===== config.mk =====
export PLATFORM = sky130hd
export DESIGN_NAME = fetch_sequencer_flat
export DESIGN_NICKNAME = d
export VERILOG_FILES = /design/src/rtl/fetch_sequencer_if.sv /design/src/rtl/fetch_sequencer.sv /design/src/flat_wrapper.sv
export SDC_FILE = /design/constraint.sdc
export NUM_CORES = 1
export LEC_CHECK = 0
export ABC_AREA = 0
export CAP_MARGIN = 20
export CORE_MARGIN = 2
export CORE_UTILIZATION = 43
export CTS_CLUSTER_DIAMETER = 80
export DETAILED_ROUTE_END_ITERATION = 8
export PLACE_DENSITY = 0.8
export SYNTH_ARGS = -nofsm -noshare
export SYNTH_HDL_FRONTEND = slang
export SYNTH_SLANG_ARGS = --single-unit

===== constraint.sdc =====
create_clock -name clk -period 2.7 [get_ports clk]
set_input_delay 0.405 -clock clk [delete_from_list [all_inputs] [get_ports clk]]
set_output_delay 0.405 -clock clk [all_outputs]
set_load 0.005 [all_outputs]

===== src/rtl/fetch_sequencer_if.sv =====
// fetch_sequencer_if: fetch-side bus bundle (imem request/response, decode handshake, redirects, counter)
//   master: driven by fetch_sequencer (req valid/addr, if_valid/pc/instr, fetch_count)
//   slave:  driven by memory/decode/control (req ready, response, if_ready, redirect requests and targets)
interface fetch_sequencer_if #(parameter int ADDR_W = 32);
  logic              imem_req_valid;
  logic              imem_req_ready;
  logic [ADDR_W-1:0] imem_req_addr;
  logic              imem_resp_valid;
  logic [31:0]       imem_resp_data;
  logic              if_valid;
  logic              if_ready;
  logic [ADDR_W-1:0] if_pc;
  logic [31:0]       if_instr;
  logic              trap_req;
  logic [ADDR_W-1:0] trap_vector;
  logic              mret_req;
  logic [ADDR_W-1:0] mret_target;
  logic              branch_taken;
  logic [ADDR_W-1:0] branch_target;
  logic [31:0]       fetch_count;
  modport master (
    output imem_req_valid, imem_req_addr, if_valid, if_pc, if_instr, fetch_count,
    input  imem_req_ready, imem_resp_valid, imem_resp_data, if_ready,
           trap_req, trap_vector, mret_req, mret_target, branch_taken, branch_target
  );
  modport slave (
    input  imem_req_valid, imem_req_addr, if_valid, if_pc, if_instr, fetch_count,
    output imem_req_ready, imem_resp_valid, imem_resp_data, if_ready,
           trap_req, trap_vector, mret_req, mret_target, branch_taken, branch_target
  );
endinterface


===== src/rtl/fetch_sequencer.sv =====
// fetch_sequencer: PC owner and handshaked IF-stage fetch loop with prioritised redirects
//   clk, rst: clock and synchronous active-high reset
//   bus (master): imem request/response, decode handshake, redirect inputs, fetch_count
module fetch_sequencer #(
  parameter int                ADDR_W       = 32,
  parameter logic [ADDR_W-1:0] RESET_VECTOR = '0
) (
  input logic              clk,
  input logic              rst,
  fetch_sequencer_if.master bus
);
  typedef enum logic [2:0] {IDLE, REQ, WAIT, HOLD, DRAIN} state_t;
  state_t            state_q, state_d;
  logic [ADDR_W-1:0] pc_q, pc_d, if_pc_q, if_pc_d, target;
  logic [31:0]       if_instr_q, if_instr_d, fetch_count_q, fetch_count_d;
  logic              redirect, resp;
  always_comb begin
    redirect      = bus.trap_req | bus.mret_req | bus.branch_taken;
    target        = (bus.trap_req ? bus.trap_vector : bus.mret_req ? bus.mret_target : bus.branch_target)
                    & ~ADDR_W'(3);
    resp          = bus.imem_resp_valid;
    state_d       = state_q;
    pc_d          = pc_q;
    if_pc_d       = if_pc_q;
    if_instr_d    = if_instr_q;
    fetch_count_d = fetch_count_q;
    case (state_q)
      IDLE: state_d = REQ;
      REQ: if (bus.imem_req_ready) begin
        if_pc_d = pc_q;
        // an accepted request that is redirected away must still be drained
        state_d = redirect ? DRAIN : WAIT;
      end
      WAIT: begin
        // a response coinciding with a redirect is stale and closes the transaction
        if_instr_d = resp && !redirect ? bus.imem_resp_data : if_instr_q;
        state_d    = resp ? (redirect ? REQ : HOLD) : (redirect ? DRAIN : WAIT);
      end
      HOLD: if (redirect) state_d = REQ;
      else if (bus.if_ready) begin
        pc_d          = if_pc_q + ADDR_W'(4);
        fetch_count_d = fetch_count_q + 32'd1;
        state_d       = REQ;
      end
      DRAIN: state_d = resp ? REQ : DRAIN;
      default: state_d = IDLE;
    endcase
    pc_d = redirect ? target : pc_d;
  end
  always_ff @(posedge clk) begin
    if (rst) begin
      state_q       <= IDLE;
      pc_q          <= RESET_VECTOR;
      if_pc_q       <= '0;
      if_instr_q    <= '0;
      fetch_count_q <= '0;
    end else begin
      state_q       <= state_d;
      pc_q          <= pc_d;
      if_pc_q       <= if_pc_d;
      if_instr_q    <= if_instr_d;
      fetch_count_q <= fetch_count_d;
    end
  end
  assign bus.imem_req_valid = state_q == REQ;
  assign bus.imem_req_addr  = pc_q;
  assign bus.if_valid       = state_q == HOLD;
  assign bus.if_pc          = if_pc_q;
  assign bus.if_instr       = if_instr_q;
  assign bus.fetch_count    = fetch_count_q;
endmodule


===== src/flat_wrapper.sv =====
// flat-port wrapper written by rule: the top's interface ports become plain ports
module fetch_sequencer_flat 
#(
  parameter int                ADDR_W       = 32,
  parameter logic [ADDR_W-1:0] RESET_VECTOR = '0
)
  (clk, rst, bus_imem_req_valid, bus_imem_req_addr, bus_if_valid, bus_if_pc, bus_if_instr, bus_fetch_count, bus_imem_req_ready, bus_imem_resp_valid, bus_imem_resp_data, bus_if_ready, bus_trap_req, bus_trap_vector, bus_mret_req, bus_mret_target, bus_branch_taken, bus_branch_target);
  fetch_sequencer_if #(.ADDR_W(ADDR_W)) bus_i ();
  input logic clk;
  input logic rst;
  output wire logic [$bits(bus_i.imem_req_valid)-1:0] bus_imem_req_valid;
  output wire logic [$bits(bus_i.imem_req_addr)-1:0] bus_imem_req_addr;
  output wire logic [$bits(bus_i.if_valid)-1:0] bus_if_valid;
  output wire logic [$bits(bus_i.if_pc)-1:0] bus_if_pc;
  output wire logic [$bits(bus_i.if_instr)-1:0] bus_if_instr;
  output wire logic [$bits(bus_i.fetch_count)-1:0] bus_fetch_count;
  input wire logic [$bits(bus_i.imem_req_ready)-1:0] bus_imem_req_ready;
  input wire logic [$bits(bus_i.imem_resp_valid)-1:0] bus_imem_resp_valid;
  input wire logic [$bits(bus_i.imem_resp_data)-1:0] bus_imem_resp_data;
  input wire logic [$bits(bus_i.if_ready)-1:0] bus_if_ready;
  input wire logic [$bits(bus_i.trap_req)-1:0] bus_trap_req;
  input wire logic [$bits(bus_i.trap_vector)-1:0] bus_trap_vector;
  input wire logic [$bits(bus_i.mret_req)-1:0] bus_mret_req;
  input wire logic [$bits(bus_i.mret_target)-1:0] bus_mret_target;
  input wire logic [$bits(bus_i.branch_taken)-1:0] bus_branch_taken;
  input wire logic [$bits(bus_i.branch_target)-1:0] bus_branch_target;
  assign bus_imem_req_valid = bus_i.imem_req_valid;
  assign bus_imem_req_addr = bus_i.imem_req_addr;
  assign bus_if_valid = bus_i.if_valid;
  assign bus_if_pc = bus_i.if_pc;
  assign bus_if_instr = bus_i.if_instr;
  assign bus_fetch_count = bus_i.fetch_count;
  assign bus_i.imem_req_ready = bus_imem_req_ready;
  assign bus_i.imem_resp_valid = bus_imem_resp_valid;
  assign bus_i.imem_resp_data = bus_imem_resp_data;
  assign bus_i.if_ready = bus_if_ready;
  assign bus_i.trap_req = bus_trap_req;
  assign bus_i.trap_vector = bus_trap_vector;
  assign bus_i.mret_req = bus_mret_req;
  assign bus_i.mret_target = bus_mret_target;
  assign bus_i.branch_taken = bus_branch_taken;
  assign bus_i.branch_target = bus_branch_target;
  fetch_sequencer #(.ADDR_W(ADDR_W), .RESET_VECTOR(RESET_VECTOR)) u_core (.clk(clk), .rst(rst), .bus(bus_i));
endmodule

Yosys cells after proc, flatten, opt, wreduce, memory -nomap -nowiden
Cells that the tools add are included.
{ "op_classes": {"addsub": 2, "eq_ne": 6, "n_mux": 13, "bitwise_logic": 3, "n_reduce_logical": 12} }
{ "op_table": {"columns": ["cell", "count"], "rows": [
  ["32-bit two-way mux", 5],
  ["32-bit by 1-bit adder with 32-bit output, second input constant", 1],
  ["32-bit by 3-bit adder with 32-bit output, second input constant", 1],
  ["3-bit two-way mux", 6],
  ["3-bit case mux with 5 select lines", 1],
  ["2-bit AND reduction", 5],
  ["3-bit by 2-bit == test with 1-bit output, second input constant", 2],
  ["2-bit nonzero test", 2],
  ["3-bit by 1-bit == test with 1-bit output, second input constant", 1],
  ["3-bit == test, second input constant", 1],
  ["3-bit zero test", 1],
  ["3-bit by 1-bit inequality test with 1-bit output, second input constant", 1],
  ["3-bit AND reduction", 1],
  ["2-bit two-way mux", 1],
  ["2-bit by 1-bit inequality test with 1-bit output, second input constant", 1],
  ["1-bit bitwise OR", 2],
  ["2-bit OR reduction", 1],
  ["1-bit logical AND", 1],
  ["1-bit zero test", 1],
  ["1-bit NOT", 1]
]} }
{ "word_totals": {"ff_bits": 131} }

Longest topological paths before layout
{ "depth": {"ltp_word": 5, "mapped_depth": 8, "depth_no_buf": 6} }

Worst setup path before layout
Ideal clock, no wire load.
{ "synth_timing": {"path_type": "in2reg", "from": "input bus_trap_req", "to": "register u_core.fetch_count_q[29], in the netlist u_core.bus.fetch_count[29]", "setup_ns": 0.128, "arrival_ns": 2.058, "t_required_ns": 2.572, "path_slack_ns": 0.514, "stages": 7, "n_path_buf": 2, "path_cell_list": "buf_2 -> or3_4 -> or4_4 -> buf_6 -> nor4b_2 -> xnor2_1 -> nor2_1"} }
{ "synth_between": {"elab_chain_len": 4} }
{ "synth_rtl": {"columns": ["item", "line", "source"], "rows": [
  ["from (decl)", "flat_wrapper.sv:21", "input wire logic [$bits(bus_i.trap_req)-1:0] bus_trap_req;"],
  ["1-bit bitwise OR (2 in a row)", "fetch_sequencer.sv:18", "redirect = bus.trap_req | bus.mret_req | bus.branch_taken;"],
  ["1-bit NOT (no source line)", null, null],
  ["3-bit AND reduction (no source line)", null, null],
  ["to (signal assigned)", "fetch_sequencer.sv:62", "fetch_count_q <= fetch_count_d;"],
  ["to (decl)", "fetch_sequencer.sv:15", "logic [31:0] if_instr_q, if_instr_d, fetch_count_q, fetch_count_d;"]
]} }
Every way passes these cells.
A chain may end at the register's enable or synchronous reset.

Worst setup path in the final report
{ "layout_timing": {"from": "register u_core.if_pc_q[5], in the netlist u_core.bus.if_pc[5]", "to": "register u_core.pc_q[31], in the netlist u_core.bus.imem_req_addr[31]"} }
{ "layout_between": {"elab_chain_len": 4} }
{ "layout_rtl": {"columns": ["item", "line", "source"], "rows": [
  ["from (decl)", "fetch_sequencer.sv:14", "logic [ADDR_W-1:0] pc_q, pc_d, if_pc_q, if_pc_d, target;"],
  ["from (signal assigned)", "fetch_sequencer.sv:60", "if_pc_q <= if_pc_d;"],
  ["32-bit by 3-bit adder with 32-bit output", "fetch_sequencer.sv:41", "pc_d = if_pc_q + ADDR_W'(4);"],
  ["32-bit two-way mux", "fetch_sequencer.sv:40", "else if (bus.if_ready) begin"],
  ["32-bit two-way mux", "fetch_sequencer.sv:27", "case (state_q)"],
  ["32-bit two-way mux", "fetch_sequencer.sv:48", "pc_d = redirect ? target : pc_d;"],
  ["to (signal assigned)", "fetch_sequencer.sv:59", "pc_q <= pc_d;"],
  ["to (decl)", "fetch_sequencer.sv:14", null]
]} }
Every way passes these cells. The select of a mux whose other input is x is not followed.

==> metrics.md <==
| Metric | Value |
|---|---|
| Clock input transition at the sequential cells of the worst setup and hold paths | `about 0.06 ns` |
| Initial detailed-routing violation count | `392` |
| Design Power | `4.74 mW` |
| Primary FF master, synth | `sky130_fd_sc_hd__dfxtp_1` |
| Utilization after layout | `between 60 and 70%` |
| Pin count of the biggest net entering global routing | `62` |
| Number of global-route vias before repair | `6658` |
| Area of all placed cells without fillers | `just under 10000 sq um` |
| Total GRT Usage | `26.5%` |
| Delay of the slowest cell on the worst path | `around 0.7 ns` |
| Clock Tree Buf Depth | `2` |
| Post-place instance area | `around 9200 sq um` |
| Number of remaining DRC errors | `0` |
| Arithmetic-cell share of the synthesized area counting full adders, half adders and majority gates | `0.389%` |
| Seq/Total Area, Yosys | `between 40% and 50%` |
| Worst Setup Slack, final | `~0.35 ns` |
| Category of the critical setup timing path | `reg2reg` |
| Number of nets in the final layout | `between 1k and 1.5k` |
| TritonCTS buffer count | `17` |
| ANT nets after route | `0` |
| Critical Path, Cell by Cell | `nand4_2 -> or4_4 -> nor4_1 -> xnor2_1 -> a31oi_1` |
| Count of flip-flops with a built-in enable after synthesis | `0` |
| Number of buffers added on ports | `between 200 and 300` |
| HPWL reported at the end of detailed placement | `15300 um` |
| Number of primary I/O pins | `266` |
| Max Cap Viol | `0` |
| Number of failing setup endpoints in the final timing report | `0` |
| Fraction of final layout cells sized beyond drive strength 1 | `5.77%` |
| Synth Net Count | `983` |
| Die Ht | `between 100 and 150 um` |
| Post-detailed-route wirelength per cell | `16.7 um` |
| Yosys warnings | `0` |
| Initial cell density of the core | `approximately 44%` |
| Xor and xnor fraction of the mapped netlist area | `7.22%` |
| Highest-delay cell along the critical path | `sky130_fd_sc_hd__or4_4` |
| Detailed-route vias per instance | `about 5.5` |
| Quantity of hold-fixing buffers added after cts | `0` |
| Cell type contributing the most total cell area after synthesis | `sky130_fd_sc_hd__dfxtp_1` |
| Share of the clock period used by the worst path | `slightly below 90%` |
| Endpoint arrival time on the critical path | `around 2.6 ns` |
| Die width | `126 um` |
| Routability cong. | `0.853` |
| F_max | `0.426 GHz` |
| Number of antenna violations at the first check in global routing | `1` |
| Die footprint | `15900 sq um` |
| Slew at the pin with the worst max-slew slack | `0.638 ns` |
| Startpoint type of the worst setup path | `flop` |
| Worst-path maximum fanout | `11` |
| Buffers inserted by post-CTS timing repair | `0` |
| Total via count in the routed design | `roughly 7.0k` |
| Most frequent cells in the layout | `256 x sky130_fd_sc_hd__clkdlybuf4s50_1, 175 x sky130_fd_sc_hd__nand2_1, 131 x sky130_fd_sc_hd__dfxtp_1` |
| Number of H-tree levels | `4` |
| Post-Synth Simple-Gate Area | `between 20% and 30%` |
| Critical path data required time | `roughly 3.0 ns` |
| Area of the mapped netlist | `around 6400 sq um` |
| Peak supply drop | `around 500 uV` |
| Count of clock tree sinks | `131` |
| Main area contributors after synthesis | `sky130_fd_sc_hd__dfxtp_1 41%, sky130_fd_sc_hd__nand2_1 10%, sky130_fd_sc_hd__a21oi_1 9.6%, sky130_fd_sc_hd__xnor2_1 5.0%, sky130_fd_sc_hd__nor2_1 3.3%` |
| Total iterations of the first detailed-routing run | `5` |
| Core Footprint | `roughly 15000 sq um` |
| Clock period minus worst slack | `around 2.3 ns` |
| Static Leak | `about 3.3 nW` |
| Ratio of total power to cell area | `488 nW/um^2` |
| Kind of cell with the highest combined delay on the critical path | `simple AND/OR/NAND/NOR gates` |
| Mean instance size in the synthesized netlist | `~7.6 sq um` |
| Count of buffer and inverter cells on the critical path | `0` |
| CTS tree | `built` |
| Overflow left after global routing | `0` |
| Relative slew slack | `between 50% and 60%` |
| Post-place setup slack | `between 0.06 and 0.07 ns` |
| Proportion of netlist area held by the largest area contributor | `40.8%` |
| Clk Tree Root Cell | `sky130_fd_sc_hd__clkbuf_16` |
| WL final | `between 20000 and 25000 um` |
| Main combinational cell family by area after synthesis | `simple AND/OR/NAND/NOR gates` |
| Compound-cell area share of the yosys netlist | `between 10% and 20%` |
| Final Max Slew Viols | `0` |
| Number of register bits inferred by synthesis | `between 100 and 150` |
| Area growth, synth to finish | `51.0%` |
| Status | `completed` |
| Instance count of the mapped netlist | `845` |
| Unrepaired setup endpoints after global routing | `false` |
| Netlist cell types | `48` |
| Multiplexer area fraction after synthesis | `less than 1%` |
| Critical Path End Type | `flop` |
| Total Neg Setup Slack | `0 ns` |
| Classification of the worst-slack hold path | `reg2reg` |
| Async SR Flop Fraction | `0%` |
| Core Rows | `44` |
| Global-route wire length before repair | `~34000 um` |
| Count of final hold-check violations | `0` |
| Leading cell type in the layout, fill and taps excluded | `sky130_fd_sc_hd__clkdlybuf4s50_1` |
| Largest clock skew in the final design | `0.00896 ns` |
| Setup slack on the worst flop-to-flop path | `between 0.3 and 0.4 ns` |
| Count of filler cells inserted in the layout | `around 1.2k` |
| Cells resized by post-CTS repair | `0` |
| Clock latency at the later pin of the worst-skew pair | `0.42 ns` |
## cell usage after synthesis (19+ instances only)
library cell               count
sky130_fd_sc_hd__nand2_1     175
sky130_fd_sc_hd__dfxtp_1     131
sky130_fd_sc_hd__a21oi_1     123
sky130_fd_sc_hd__nor2_1       56
sky130_fd_sc_hd__clkbuf_1     55
sky130_fd_sc_hd__xnor2_1      37
sky130_fd_sc_hd__nand3b_1     26
sky130_fd_sc_hd__o21ai_0      24
sky130_fd_sc_hd__nor3_1       22
sky130_fd_sc_hd__nand3_1      21
sky130_fd_sc_hd__nor4_1       19
## state kept, by name (all words and copies together), names as in the netlist
signal and count:
u_core.bus.if_pc 32, u_core.state_q 3, u_core.bus.imem_req_addr 32, u_core.bus.if_instr 32, u_core.bus.fetch_count 32
## power by group
| group | internal (mW) | switching (mW) | leakage [nW] | total (mW) |
|---|---|---|---|---|
| Sequential | 1.99 | 0.0588 | 1.06 | 2.04 |
| Combinational | 0.342 | 0.244 | 1.94 | 0.586 |
| Clock | 1.29 | 0.817 | 0.259 | 2.11 |
## metrics by stage
step,hold WS (ns),cells
final,0.451,1276
after global placement,0.441,1246
after global routing,0.468,1276
after floorplan,0.453,845
after detailed placement,0.446,1246
after CTS,0.453,1275
## logic make-up (layout without fill, tap and decap cells)
family	Yosys count	after routing
compound gates	196	196
xor+xnor	53	53
fa+ha+maj	2	2
buf+inv	79	325
flops	131	131
mux	2	2
other cells	0	1
simple gates	382	382
## worst register-to-register path: cells and delay by family, from the launching register on
kind / cells / cell delay [ns]
xor gates and xnor gates: 1 / 0.17
DFF: 1 / 0.47
AOI/OAI and AO/OA: 1 / 0.09
and+or+nand+nor: 3 / 1.49
## layout make-up
type                            count  area, sq um  share of cell area (%)
Inverter                           14         52.6                   0.541
Clock inverter                      6         57.6                   0.593
Antenna cell                        1         2.50                  0.0258
Tap cell                          184          230                    2.37
Clock buffer                       23          468                    4.82
Timing Repair Buffer              282         2780                    28.6
Multi-Input combinational cell    635         3500                    36.0
Sequential cell                   131         2620                    27.0
## layer usage
layer / track usage (%) / routed length, um / vias up
met5: 0 / 0 / -
met4: 9.11 / 352 / 0
met3: 7.14 / 1320 / 30
met2: 43.9 / 10500 / 233
met1: 33.5 / 9230 / 3289
li1: - / - / 3403
## worst paths after layout
check,cells past startpoint,start,end
max reg2reg,5,u_core.bus.if_pc[5],u_core.bus.imem_req_addr[31]
min reg2reg,2,u_core.bus.if_instr[15],u_core.bus.if_instr[15]
max,5,u_core.bus.if_pc[5],u_core.bus.imem_req_addr[31]
min,2,u_core.bus.if_instr[15],u_core.bus.if_instr[15]
Note: power is estimated with default switching activity, not from simulation.
